File: src/rtl/video_ram_arbiter.sv
// Character RAM arbiter: display scanout owns phase-0 cycles of each cell,
// the host gets every other cycle. Supports scrolling via a first-row offset.
module video_ram_arbiter #(
  parameter int COLS        = 80,
  parameter int ROWS        = 24,
  parameter int CELL_CLKS   = 16,
  parameter int GLYPH_LINES = 16,
  parameter int AW          = 11
) (
  input  logic          clk,
  input  logic          clr,
  input  logic          hblank,
  input  logic          vblank,
  input  logic [4:0]    first_row,
  input  logic          host_req,
  input  logic          host_we,
  input  logic [AW-1:0] host_addr,
  input  logic [7:0]    host_wdata,
  output logic          host_ack,
  output logic          host_rvalid,
  output logic [7:0]    host_rdata,
  output logic [AW-1:0] ram_addr,
  output logic          ram_we,
  output logic [7:0]    ram_wdata,
  input  logic [7:0]    ram_rdata,
  output logic [7:0]    char_code,
  output logic          char_valid,
  output logic [3:0]    glyph_line
);

  localparam int PW = $clog2(CELL_CLKS);
  localparam int CW = $clog2(COLS + 1);
  localparam logic [AW:0] CELLS    = (AW+1)'(COLS * ROWS);
  localparam logic [AW:0] ROW_STEP = (AW+1)'(COLS);

  logic [PW-1:0] phase;
  logic [CW-1:0] col;
  logic [AW-1:0] row_base;
  logic          hb_q;
  logic [AW-1:0] addr_q;
  logic [7:0]    wdata_q;
  logic          rd_disp_q;
  logic          rd_host_q;

  logic          active;
  logic          slot;
  logic          host_go;
  logic [AW:0]   disp_sum;
  logic [AW-1:0] disp_addr;
  logic [AW:0]   next_base;
  logic [AW-1:0] frame_base;

  // clr gates the issue logic so no access reaches RAM while reset is held
  always_comb begin
    active   = ~hblank & ~vblank;
    slot     = ~clr & active & (phase == '0);
    host_go  = ~clr & host_req & ~slot;
    disp_sum = {1'b0, row_base} + (AW+1)'(col);
    if (disp_sum >= CELLS) disp_addr = AW'(disp_sum - CELLS);
    else                   disp_addr = AW'(disp_sum);
    next_base = {1'b0, row_base} + ROW_STEP;
    if (next_base >= CELLS) next_base = '0;
    if (first_row < 5'(ROWS)) frame_base = AW'(first_row) * AW'(COLS);
    else                      frame_base = '0;
  end

  always_comb begin
    ram_addr    = addr_q;
    ram_wdata   = wdata_q;
    ram_we      = 1'b0;
    host_ack    = host_go;
    host_rvalid = rd_host_q;
    host_rdata  = rd_host_q ? ram_rdata : 8'h00;
    if (slot) begin
      ram_addr = disp_addr;
    end else if (host_go) begin
      ram_addr  = host_addr;
      ram_we    = host_we;
      ram_wdata = host_wdata;
    end
  end

  always_ff @(posedge clk or posedge clr) begin
    if (clr) begin
      phase      <= '0;
      col        <= '0;
      row_base   <= '0;
      glyph_line <= '0;
      hb_q       <= 1'b0;
      addr_q     <= '0;
      wdata_q    <= '0;
      rd_disp_q  <= 1'b0;
      rd_host_q  <= 1'b0;
      char_code  <= '0;
      char_valid <= 1'b0;
    end else begin
      hb_q      <= hblank;
      addr_q    <= ram_addr;
      wdata_q   <= ram_wdata;
      rd_disp_q <= slot;
      rd_host_q <= host_go & ~host_we;

      // RAM data for a display slot arrives one cycle later; register it once
      char_valid <= rd_disp_q;
      if (rd_disp_q) char_code <= ram_rdata;

      if (hblank | vblank)                    phase <= '0;
      else if (phase == PW'(CELL_CLKS - 1))   phase <= '0;
      else                                    phase <= phase + 1'b1;

      if (hblank)    col <= '0;
      else if (slot) col <= col + 1'b1;

      if (vblank) begin
        glyph_line <= '0;
        row_base   <= frame_base;
      end else if (hblank & ~hb_q) begin
        if (glyph_line == 4'(GLYPH_LINES - 1)) begin
          glyph_line <= '0;
          row_base   <= AW'(next_base);
        end else begin
          glyph_line <= glyph_line + 1'b1;
        end
      end
    end
  end

endmodule

File: config.mk
export PLATFORM = sky130hd
export DESIGN_NAME = video_ram_arbiter
export DESIGN_NICKNAME = d
export VERILOG_FILES = /design/src/rtl/video_ram_arbiter.sv
export SDC_FILE = /design/constraint.sdc
export NUM_CORES = 1
export LEC_CHECK = 0
export CAP_MARGIN = 10
export CORE_MARGIN = 4
export CORE_UTILIZATION = 45
export DETAILED_ROUTE_END_ITERATION = 12
export PLACE_DENSITY_LB_ADDON = 0.3
export SETUP_SLACK_MARGIN = 0.02
export SLEW_MARGIN = 0
export SYNTH_ARGS = -nofsm -noshare
export SYNTH_HDL_FRONTEND = slang
export SYNTH_SLANG_ARGS = --single-unit
File: constraint.sdc
create_clock -name clk -period 2.67 [get_ports clk]
set_input_delay 0.534 -clock clk [delete_from_list [all_inputs] [get_ports clk]]
set_output_delay 0.534 -clock clk [all_outputs]
set_load 0.02 [all_outputs]
==> flow_summary.ini, run 1 <==
[sta]
report.final.setup_viol = 3
hold_viol = 0
fin_crit_ps = 3160
period_share_pct = 118
max_freq_mhz = 317
report.final.slew_viol_count = 0
setup_ws_ps = -489
rsz0062_at_grt = true
fin_skew_ps = 8.66

[route]
first_iter_violations = 111
drc = 0
wl_per_cell_um = 15.4
via_count = 2717
vias_per_cell = 5.30
wl_um = 7910
ant_nets = 0
dr.pass1.iters = 4

[cts]
clk_path_buf_depth = 2
cts_buffers = 5
hold_buffers = 0
numClockSinks = 53
cts_tree = done
clock-root-buffer = clkbuf_8
h-tree-depth = 2
clkTransAtPathRegs_ps = 90
insertion_delay_ps = 310

[placed_design]
dp_hpwl_um = 6050
dp_cells = 501
place_congestion = 0.890
io_buffer_count = 80

[synth]
avgSynthCellArea_um2 = 10.4
synth_area_um2 = 3180
syn_nets = 362
synth-async-reset-ratio_pct = 100
synth_flop_cell = dfrtp_1
ys_seq_elements = 53
synth_seq_area_share_pct = 41.8
synthDistinctLibCells = 59
synth-edff-count = 0
yosysWarnings = 0
syn_inst = 305

[global_routing]
grt_pass1_wl_um = 13100
grtUsageMet2_pct = 31.4
use_met1_pct = 24.9
grt_pass1_vias = 2727
antenna_found_initial = 0
gr-total-overflow = 0
grt_max_degree = 36
grt_usage_pct = 19.2
grtUsageMet3_pct = 4.27
grt.busiest_layer = met2

[floorplanning]
die_x_um = 92.0
coreArea_um2 = 6830
ios = 81
die_area_um2 = 8460
start_util_pct = 46.5
rows = 30
die_h_um = 92.0

[final_layout]
fillers = 596
final_cells = 513
finalNetCount = 473
final_layout_size_suffix_gt1_share_pct = 27.6
areaGrowthSynthToFinish_pct = 39.1
antenna_cells = 0

[setup_path]
r2r-start = col[5]
crit_path_end = ram_addr[8]
critPathKind = reg2out
cp-start-kind = register
crit_required_ps = 2140
r2r-end = addr_q[8]
crit_slowest_cell = dfrtp_1
critPathLaunch = col[5]
crit_path_end_kind = output pin
critPathMaxFanout = 2
crit_chain = ha_4 > a21o_1 > a21oi_4 > nand2_2 > nand2_2 > xnor2_2 > ha_2 > o22ai_1 > a211oi_1 > a211o_1 > buf_6
critPathMostFrequentCell = nand2_2
critPathMaxStageDelay_ps = 430
rrSetupSlack_ps = 370
worst_r2r_path_depth = 10
arrival_ps = 2630

[power]
p_sw_share_pct = 35.0
power_leakage_nw = 1.97
power.share.clock_pct = 18.1
power_w = 0.00244
internal-power_w = 0.00159
ir_drop_mv = 0.231
seq_power_share_pct = 41.1
p_switching_w = 0.000854
power_frac_comb_pct = 40.8
power_density_nw_per_um2 = 552

[status]
status = complete, but fails checks
violations = setup timing

[worst_hold_path]
hp-class = in2async

[job]
maxCapViolCount = 0
-- kinds of logic after synthesis --
group / Yosys count / share of synthesized area (%)
other: 1 / 0.118
AND/OR/NAND/NOR: 89 / 14.2
AO/OA/AOI/OAI: 67 / 14.8
adder cells (fa/ha/maj): 19 / 7.72
buffers and inverters: 27 / 5.08
XOR/XNOR: 20 / 5.52
flip-flops: 53 / 41.8
multiplexers: 29 / 10.8
-- cell type report --
class / instances / area (um2) / area share, %
Multi-Input combinational cell: 225 / 1770 / 40.0
Clock inverter: 2 / 10.0 / 0.227
Tap cell: 96 / 120 / 2.72
Timing Repair Buffer: 119 / 1070 / 24.3
Sequential cell: 53 / 1330 / 30.1
Clock buffer: 6 / 72.6 / 1.64
Inverter: 12 / 47.5 / 1.08
-- sequential cells by signal, indices dropped and copies added, names as in the netlist, 4 cells and up --
signal	flops
col	7
glyph_line	4
wdata_q	8
row_base	7
addr_q	11
char_code	8
phase	4
-- power by group through the flow --
stage	clock network (W)	logic, W	registers (W)
final	0.000441	0.000995	0.00100
after global routing	0.000488	0.00108	0.00102
after CTS	0.000453	0.000971	0.00100
after detailed placement	0	0.000984	0.00101
after global placement	0	0.000968	0.00101
after floorplan	0	0.000549	0.00104
-- how the worst min path moves through the flow --
| stage | start | end | slack [ps] | cells past startpoint |
|---|---|---|---|---|
| after floorplan | rd_disp_q | char_valid | 350 | 0 |
| after global placement | char_code[4] | char_code[4] | 490 | 1 |
| after detailed placement | wdata_q[6] | wdata_q[6] | 480 | 1 |
| after CTS | clr | wdata_q[7] | 500 | 3 |
| after global routing | clr | wdata_q[7] | 520 | 3 |
| final | clr | wdata_q[7] | 490 | 3 |
-- critical path: cells and delay by family, from the launching register on --
family	cells	cell delay (ps)
compound gates	5	910
fa+ha+maj	2	570
xor+xnor	1	110
buf+inv	1	140
simple gates	2	150
flops	1	430
-- through the flow --
step	area (um2)	hold slack, ps	setup slack (ps)	util [%]	setup TNS [ps]
after floorplan	3200	352	-164	-	-272
after global placement	4300	487	-550	63.0	-9230
after detailed placement	4300	478	-587	63.0	-9910
after CTS	4380	500	-477	64.1	-966
after global routing	4420	515	-612	64.7	-1390
final	4420	491	-489	64.7	-907
-- routing by layer --
metal / part of all wire [%] / up-vias
li1: - / 1301
met1: 44 / 1287
met2: 47 / 112
met3: 7.0 / 17
met4: 2.1 / 0
met5: 0 / -
-- cell usage after synthesis (all sizes together), types with 6 or more instances --
master | number | area, um2
dfrtp | 53 | 1330
nand2 | 24 | 90.1
nor2 | 22 | 82.6
a21oi | 21 | 128
ha | 18 | 225
mux2 | 17 | 221
o21ai | 17 | 85.1
inv | 12 | 45.1
mux2i | 12 | 120
xnor2 | 12 | 105
and2 | 11 | 68.8
buf | 11 | 91.3
xor2 | 8 | 70.1
nand4 | 7 | 43.8
o31ai | 6 | 50.1
-- cell usage in the layout, fill, tap and decap left out, types with 2 or more instances in the layout --
cell,instances
clkbuf_8,5
a21oi_4,2
nor2_1,21
a21oi_1,17
o31ai_1,5
nand4_1,7
a211o_1,2
nand2_2,3
buf_6,4
o21ai_2,2
nor2b_1,3
mux2i_1,11
o2bb2ai_1,2
o21ai_1,3
nand3_1,4
inv_2,4
a41o_1,2
clkdlybuf4s50_1,56
o21ai_0,12
dfrtp_1,52
a21oi_2,2
mux2_2,9
dlygate4sd2_1,5
inv_1,7
mux2_4,8
ha_2,3
nor4_1,4
buf_12,3
clkinv_2,2
xnor2_1,11
ha_1,14
and2_1,10
buf_4,39
nand2_1,21
a21o_1,2
and3_1,3
xor2_1,8
clkbuf_2,3
buf_2,7
-- what timing repair did --
item / in CTS / in global routing
buffers inserted: 2 / 2
setup endpoints to repair: 21 / 18
gates resized for setup: 89 / 25
pin swaps: 6 / 6
No activity file was read; power rests on OpenSTA's default activity.
==> inputs of run 2 (changes only) <==
CTS_CLUSTER_DIAMETER = 60   (was not set)
HOLD_SLACK_MARGIN = 0.03   (was not set)
SLEW_MARGIN = not set   (was 0)
==> results of run 2 <==
No change in the layout: final DEF, timing and power equal those of run 1.
==> inputs of run 3 (changes only) <==
HOLD_SLACK_MARGIN = not set   (was 0.03)
SLEW_MARGIN = 10   (was not set)
==> results of run 3 <==
No change in the layout: final DEF, timing and power equal those of run 1.
